===== config.mk =====
export PLATFORM = sky130hd
export DESIGN_NAME = rsr_sequencer_flat
export DESIGN_NICKNAME = d
export VERILOG_FILES = /design/src/rtl/rsr_sequencer_if.sv /design/src/rtl/rsr_sequencer.sv /design/src/flat_wrapper.sv
export SDC_FILE = /design/constraint.sdc
export NUM_CORES = 1
export LEC_CHECK = 0
export BUFFER_PORTS_ARGS = -buffer_cell sky130_fd_sc_hd__buf_2
export CAP_MARGIN = 0
export CORE_AREA = 2 2 39 41
export CTS_CLUSTER_SIZE = 25
export DETAILED_ROUTE_END_ITERATION = 12
export DIE_AREA = 0 0 41 43
export PLACE_DENSITY = 0.53
export SETUP_SLACK_MARGIN = 0.05
export SYNTH_ARGS = -nofsm -noshare
export SYNTH_HDL_FRONTEND = slang
export SYNTH_SLANG_ARGS = --single-unit

===== constraint.sdc =====
create_clock -name clk -period 0.8 [get_ports clk]
set_input_delay 0.08 -clock clk [delete_from_list [all_inputs] [get_ports clk]]
set_output_delay 0.08 -clock clk [all_outputs]
set_load 0.1 [all_outputs]

===== src/rtl/rsr_sequencer_if.sv =====
// Pipeline-side handshake for the RSR sequencer: Decode/Execute controls in,
// hold/cycle indicators, gated write enable and NZCV flags out.
interface rsr_sequencer_if;
    logic       validD;
    logic       RselectD;
    logic       stallE;
    logic       flushE;
    logic       RegWriteE;
    logic       FlagWriteE;
    logic       doNotWriteRegE;
    logic [3:0] ALUFlagsE;
    logic       holdFDE;
    logic       prevRSRstateE;
    logic       RSRcycle1E;
    logic       RegWriteGatedE;
    logic [3:0] Flags;
    logic [1:0] previousCVflag;

    modport master (
        output validD, RselectD, stallE, flushE, RegWriteE, FlagWriteE,
               doNotWriteRegE, ALUFlagsE,
        input  holdFDE, prevRSRstateE, RSRcycle1E, RegWriteGatedE, Flags,
               previousCVflag
    );

    modport slave (
        input  validD, RselectD, stallE, flushE, RegWriteE, FlagWriteE,
               doNotWriteRegE, ALUFlagsE,
        output holdFDE, prevRSRstateE, RSRcycle1E, RegWriteGatedE, Flags,
               previousCVflag
    );
endinterface


===== src/rtl/rsr_sequencer.sv =====
// Stretches register-shifted-register ops over two Execute cycles and owns the
// NZCV flag register. The sequencing FSM is built only when LEG_RSR_SEQ_EN is defined.
module rsr_sequencer (
    input  logic           clk,
    input  logic           reset,
    rsr_sequencer_if.slave bus
);
    logic       rsr_cycle1;
    logic [3:0] flags_q;

`ifdef LEG_RSR_SEQ_EN
    typedef enum logic [1:0] {IDLE, RSR1, RSR2} state_t;

    state_t state;
    logic   start_rsr;

    assign start_rsr = bus.validD & bus.RselectD & ~bus.stallE & ~bus.flushE;

    // NOTE: state is sequential, so only non-blocking assignments are used here.
    always_ff @(posedge clk) begin
        if (reset) begin
            state <= IDLE;
        end else if (bus.flushE) begin
            state <= IDLE;
        end else if (!bus.stallE) begin
            case (state)
                IDLE, RSR2: state <= start_rsr ? RSR1 : IDLE;
                RSR1:       state <= RSR2;
                default:    state <= IDLE;
            endcase
        end
    end

    assign rsr_cycle1        = (state == RSR1);
    assign bus.holdFDE       = rsr_cycle1;
    assign bus.RSRcycle1E    = rsr_cycle1;
    assign bus.prevRSRstateE = (state == RSR2);
`else
    logic unused_decode;

    // Without the sequencer every op is single-cycle; the RSR decode is ignored.
    assign unused_decode     = bus.validD ^ bus.RselectD;
    assign rsr_cycle1        = 1'b0;
    assign bus.holdFDE       = 1'b0;
    assign bus.RSRcycle1E    = 1'b0;
    assign bus.prevRSRstateE = 1'b0;
`endif

    // The first RSR cycle only reads the shift amount, so it never commits flags.
    always_ff @(posedge clk) begin
        if (reset) begin
            flags_q <= 4'b0000;
        end else if (bus.FlagWriteE & ~rsr_cycle1 & ~bus.stallE & ~bus.flushE) begin
            flags_q <= bus.ALUFlagsE;
        end
    end

    assign bus.RegWriteGatedE = bus.RegWriteE & ~bus.doNotWriteRegE & ~rsr_cycle1 & ~bus.flushE;
    assign bus.Flags          = flags_q;
    assign bus.previousCVflag = flags_q[1:0];
endmodule


===== src/flat_wrapper.sv =====
// flat-port wrapper written by rule: the top's interface ports become plain ports
module rsr_sequencer_flat 
  (clk, reset, bus_validD, bus_RselectD, bus_stallE, bus_flushE, bus_RegWriteE, bus_FlagWriteE, bus_doNotWriteRegE, bus_ALUFlagsE, bus_holdFDE, bus_prevRSRstateE, bus_RSRcycle1E, bus_RegWriteGatedE, bus_Flags, bus_previousCVflag);
  rsr_sequencer_if bus_i ();
  input  logic clk;
  input  logic reset;
  input wire logic [$bits(bus_i.validD)-1:0] bus_validD;
  input wire logic [$bits(bus_i.RselectD)-1:0] bus_RselectD;
  input wire logic [$bits(bus_i.stallE)-1:0] bus_stallE;
  input wire logic [$bits(bus_i.flushE)-1:0] bus_flushE;
  input wire logic [$bits(bus_i.RegWriteE)-1:0] bus_RegWriteE;
  input wire logic [$bits(bus_i.FlagWriteE)-1:0] bus_FlagWriteE;
  input wire logic [$bits(bus_i.doNotWriteRegE)-1:0] bus_doNotWriteRegE;
  input wire logic [$bits(bus_i.ALUFlagsE)-1:0] bus_ALUFlagsE;
  output wire logic [$bits(bus_i.holdFDE)-1:0] bus_holdFDE;
  output wire logic [$bits(bus_i.prevRSRstateE)-1:0] bus_prevRSRstateE;
  output wire logic [$bits(bus_i.RSRcycle1E)-1:0] bus_RSRcycle1E;
  output wire logic [$bits(bus_i.RegWriteGatedE)-1:0] bus_RegWriteGatedE;
  output wire logic [$bits(bus_i.Flags)-1:0] bus_Flags;
  output wire logic [$bits(bus_i.previousCVflag)-1:0] bus_previousCVflag;
  assign bus_i.validD = bus_validD;
  assign bus_i.RselectD = bus_RselectD;
  assign bus_i.stallE = bus_stallE;
  assign bus_i.flushE = bus_flushE;
  assign bus_i.RegWriteE = bus_RegWriteE;
  assign bus_i.FlagWriteE = bus_FlagWriteE;
  assign bus_i.doNotWriteRegE = bus_doNotWriteRegE;
  assign bus_i.ALUFlagsE = bus_ALUFlagsE;
  assign bus_holdFDE = bus_i.holdFDE;
  assign bus_prevRSRstateE = bus_i.prevRSRstateE;
  assign bus_RSRcycle1E = bus_i.RSRcycle1E;
  assign bus_RegWriteGatedE = bus_i.RegWriteGatedE;
  assign bus_Flags = bus_i.Flags;
  assign bus_previousCVflag = bus_i.previousCVflag;
  rsr_sequencer u_core (.clk(clk), .reset(reset), .bus(bus_i));
endmodule

==> results.rst <==
.. list-table::
   :header-rows: 1

   * - Metric
     - Value
   * - Hold WS
     - 0.0984 ns
   * - Data required time at the worst endpoint
     - 0.72 ns
   * - Post-Route Skew
     - 0 ns
   * - CTS clock-pin slew for the worst setup and hold paths
     - 0.04 ns
   * - Area used by multi-input combinational logic
     - 139 um^2
   * - Final #Nets
     - 58
   * - Starting DRT DRC Count
     - 0
   * - Clock H-tree levels
     - 1
   * - Port bufs
     - 17
   * - Power, Total
     - 0.725 mW
   * - Peak clock frequency supported by timing
     - 1170 MHz
   * - IR Drop Worst-Case VDD
     - 448 uV
   * - Routed Antenna Nets
     - 0
   * - Placeable core area
     - 1380 um^2
   * - Count of distinct cell types in the synthesized netlist
     - 7
   * - Sequential cell fraction of total power
     - 28.9%
   * - Syn Area/Cell
     - 9.91 um^2
   * - Setup slack after layout
     - -0.0536 ns
   * - Depth of the worst hold-timing path
     - 3
   * - Endpoint class of the critical path
     - output port
   * - Setup WS pre-CTS
     - -0.0316 ns
   * - Largest register FFs
     - 4
   * - Ranking of synthesized cells by area
     - sky130_fd_sc_hd__dfxtp_1 (34%), sky130_fd_sc_hd__nand2b_1 (21%), sky130_fd_sc_hd__mux2i_1 (17%)
   * - Die ar.
     - 1760 um^2
   * - Leading area contributor after synthesis
     - sky130_fd_sc_hd__dfxtp_1
   * - RSZ-0062 raised after global routing
     - true
   * - Cells after Synth
     - 24
   * - Stage delay of the slowest cell on the critical path
     - 0.37 ns
   * - Share of the clock period used by the worst path after layout
     - 107%
   * - Share of layout cells above drive strength 1
     - 65.1%
   * - Total net switching power
     - 0.268 mW
   * - Global placement routability congestion
     - 0.533
   * - Reg-to-Reg End
     - u_core.bus.Flags[0]
   * - Violations in the final reports
     - negative setup slack
   * - Wire length of the first global-routing pass
     - 724 um
   * - Worst setup slack for register-to-register paths
     - 0.09 ns
   * - Number of buffers on the longest clock path
     - 2
   * - Die boundary width
     - 41 um
   * - PwrDens
     - 1510 nW/um^2
   * - Cell count after placement
     - 54
   * - CP max FO
     - 3
   * - Data arrival, critical path
     - 0.77 ns
   * - Number of endpoints with negative hold slack in the final report
     - 0
   * - Number of rows created at floorplan
     - 14
   * - Reported leakage power
     - 0.206 nW
   * - Mapped cell area
     - 238 um^2
   * - Net Sw Frac
     - 37.0%
   * - Sequential fraction of the synthesis area
     - 33.7%
   * - Count of vias placed by the detailed router
     - 198
   * - Vias in the first global route
     - 171
   * - Number of inserted filler cells in the final layout
     - 139
   * - Post-Route WL
     - 479 um
   * - Flip-flop and latch count after synthesis
     - 4
   * - Average wire per cell in the routed design
     - 8.12 um
   * - Startpoint of the worst hold path
     - bus_ALUFlagsE[0]
   * - Total of max-cap violations
     - 0
   * - FF/Latch Area
     - 95.1 um^2
   * - Family of cells with the greatest summed delay on the critical path
     - flip-flops
   * - Remaining global-route overflow
     - 0
   * - Max Transition Viols Final
     - 0
   * - Hold-critical path endpoint
     - u_core.bus.Flags[0]
   * - CP startpoint kind
     - flip-flop
   * - Post-layout utilization of the core
     - 34.8%
   * - Final routed DRC violation total
     - 0
   * - Cell area after placement
     - 444 um^2
   * - Number of antenna violations at the first check in global routing
     - 0
   * - Setup TNS
     - -0.268 ns
   * - Power Internal
     - 0.457 mW
   * - Fin crit period
     - 0.854 ns
   * - Count of hold-fix buffers inserted at cts
     - 0
   * - First-pass DRT Iterations
     - 1
   * - Portion of synthesized cell area occupied by the leading cell type
     - 33.7%
   * - Largest net degree at the start of global routing
     - 9
   * - Class of the tightest hold or removal check
     - in -> reg
   * - Startpoint of the most critical register-to-register path
     - u_core.bus.Flags[0]
   * - Non-filler instance count after layout
     - 59
   * - Critical-path top delay cell
     - sky130_fd_sc_hd__dfxtp_4
   * - Gate power share
     - 37.5%
   * - Initial Util
     - 17.2%
   * - Startpoint-to-endpoint class of the critical path
     - reg -> out
   * - Clock net sink count
     - 4
   * - CTS Buf Count
     - 3
   * - Number of cells on the worst reg-to-reg path
     - 3
   * - Antenna diode count
     - 0
   * - Final Setup Violations
     - 6
   * - Die Ht
     - 43 um
   * - Global-route total usage across every layer
     - 6.83%
   * - Clk Tree Root Cell
     - sky130_fd_sc_hd__clkbuf_4
   * - Fraction of power consumed by the clock network
     - 33.6%
   * - Bufs and invs on worst path
     - 1
   * - I/O Pins
     - 23
   * - Synth-to-Final Area Change
     - 103%
   * - Outcome
     - finished, violations left
   * - Cell-by-cell trace of the critical path
     - buf_12
   * - Later-pin clock latency in the skew report
     - 0.23 ns
   * - Detail-routed via count per cell
     - 3.36
   * - Final cell area excluding filler cells
     - 482 um^2
   * - Synthesis warning total
     - 0
   * - CTS tree
     - yes
## routing by layer
metal / share of wire, % / track usage [%]
met3: 16 / 5.24
met2: 42 / 6.56
met5: 0 / 0
met1: 42 / 8.04
met4: 0 / 8.00
## how the worst max path moves through the flow
stage / slack [ns] / from / to / cells after the start
floorplan: -0.19 / bus_doNotWriteRegE / bus_RegWriteGatedE / 1
global placement: -0.009 / bus_flushE / u_core.bus.Flags[2] / 3
detailed placement: -0.03 / bus_flushE / u_core.bus.Flags[3] / 3
CTS: -0.07 / u_core.bus.Flags[1] / bus_previousCVflag[1] / 1
global route: -0.08 / u_core.bus.Flags[0] / bus_Flags[0] / 1
finish: -0.05 / u_core.bus.Flags[0] / bus_previousCVflag[0] / 1
## what timing repair did
action / CTS / global route
endpoints found under the setup margin: 6 / 6
buffers inserted: 1 / 1
resized for setup: 0 / 0
## layout make-up
cell class | count | area share, %
sequential | 4 | 19.7
tap | 16 | 4.16
timing repair buffer | 19 | 42.6
clock buffer | 3 | 4.68
multi-input combinational | 17 | 28.8
## cells in the mapped netlist
library cell	number
sky130_fd_sc_hd__buf_4	5
sky130_fd_sc_hd__conb_1	1
sky130_fd_sc_hd__dfxtp_1	4
sky130_fd_sc_hd__mux2i_1	4
sky130_fd_sc_hd__nand2b_1	8
sky130_fd_sc_hd__nor3b_1	1
sky130_fd_sc_hd__nor3b_4	1
## power groups by stage
stage,logic (mW),registers [mW],clock network (mW)
CTS,0.270,0.210,0.264
finish,0.272,0.209,0.244
global route,0.280,0.210,0.284
floorplan,0.156,0.259,0
global placement,0.267,0.213,0
detailed placement,0.268,0.213,0
## cells by family after synthesis
logic type / synth area share [%]
buf+inv: 15.8
flops: 33.7
mux: 16.8
other cells: 1.58
simple gates: 32.1
## cells in the final DEF (no fill, tap or decap)
cell type | netlist | layout
sky130_fd_sc_hd__buf_12 | 0 | 7
sky130_fd_sc_hd__buf_2 | 0 | 10
sky130_fd_sc_hd__buf_4 | 5 | 2
sky130_fd_sc_hd__clkbuf_4 | 0 | 3
sky130_fd_sc_hd__conb_1 | 1 | 3
sky130_fd_sc_hd__dfxtp_4 | 0 | 4
sky130_fd_sc_hd__mux2i_1 | 4 | 4
sky130_fd_sc_hd__nand2b_1 | 8 | 8
sky130_fd_sc_hd__nor3b_4 | 1 | 2
(Power assumes the default switching activity.)
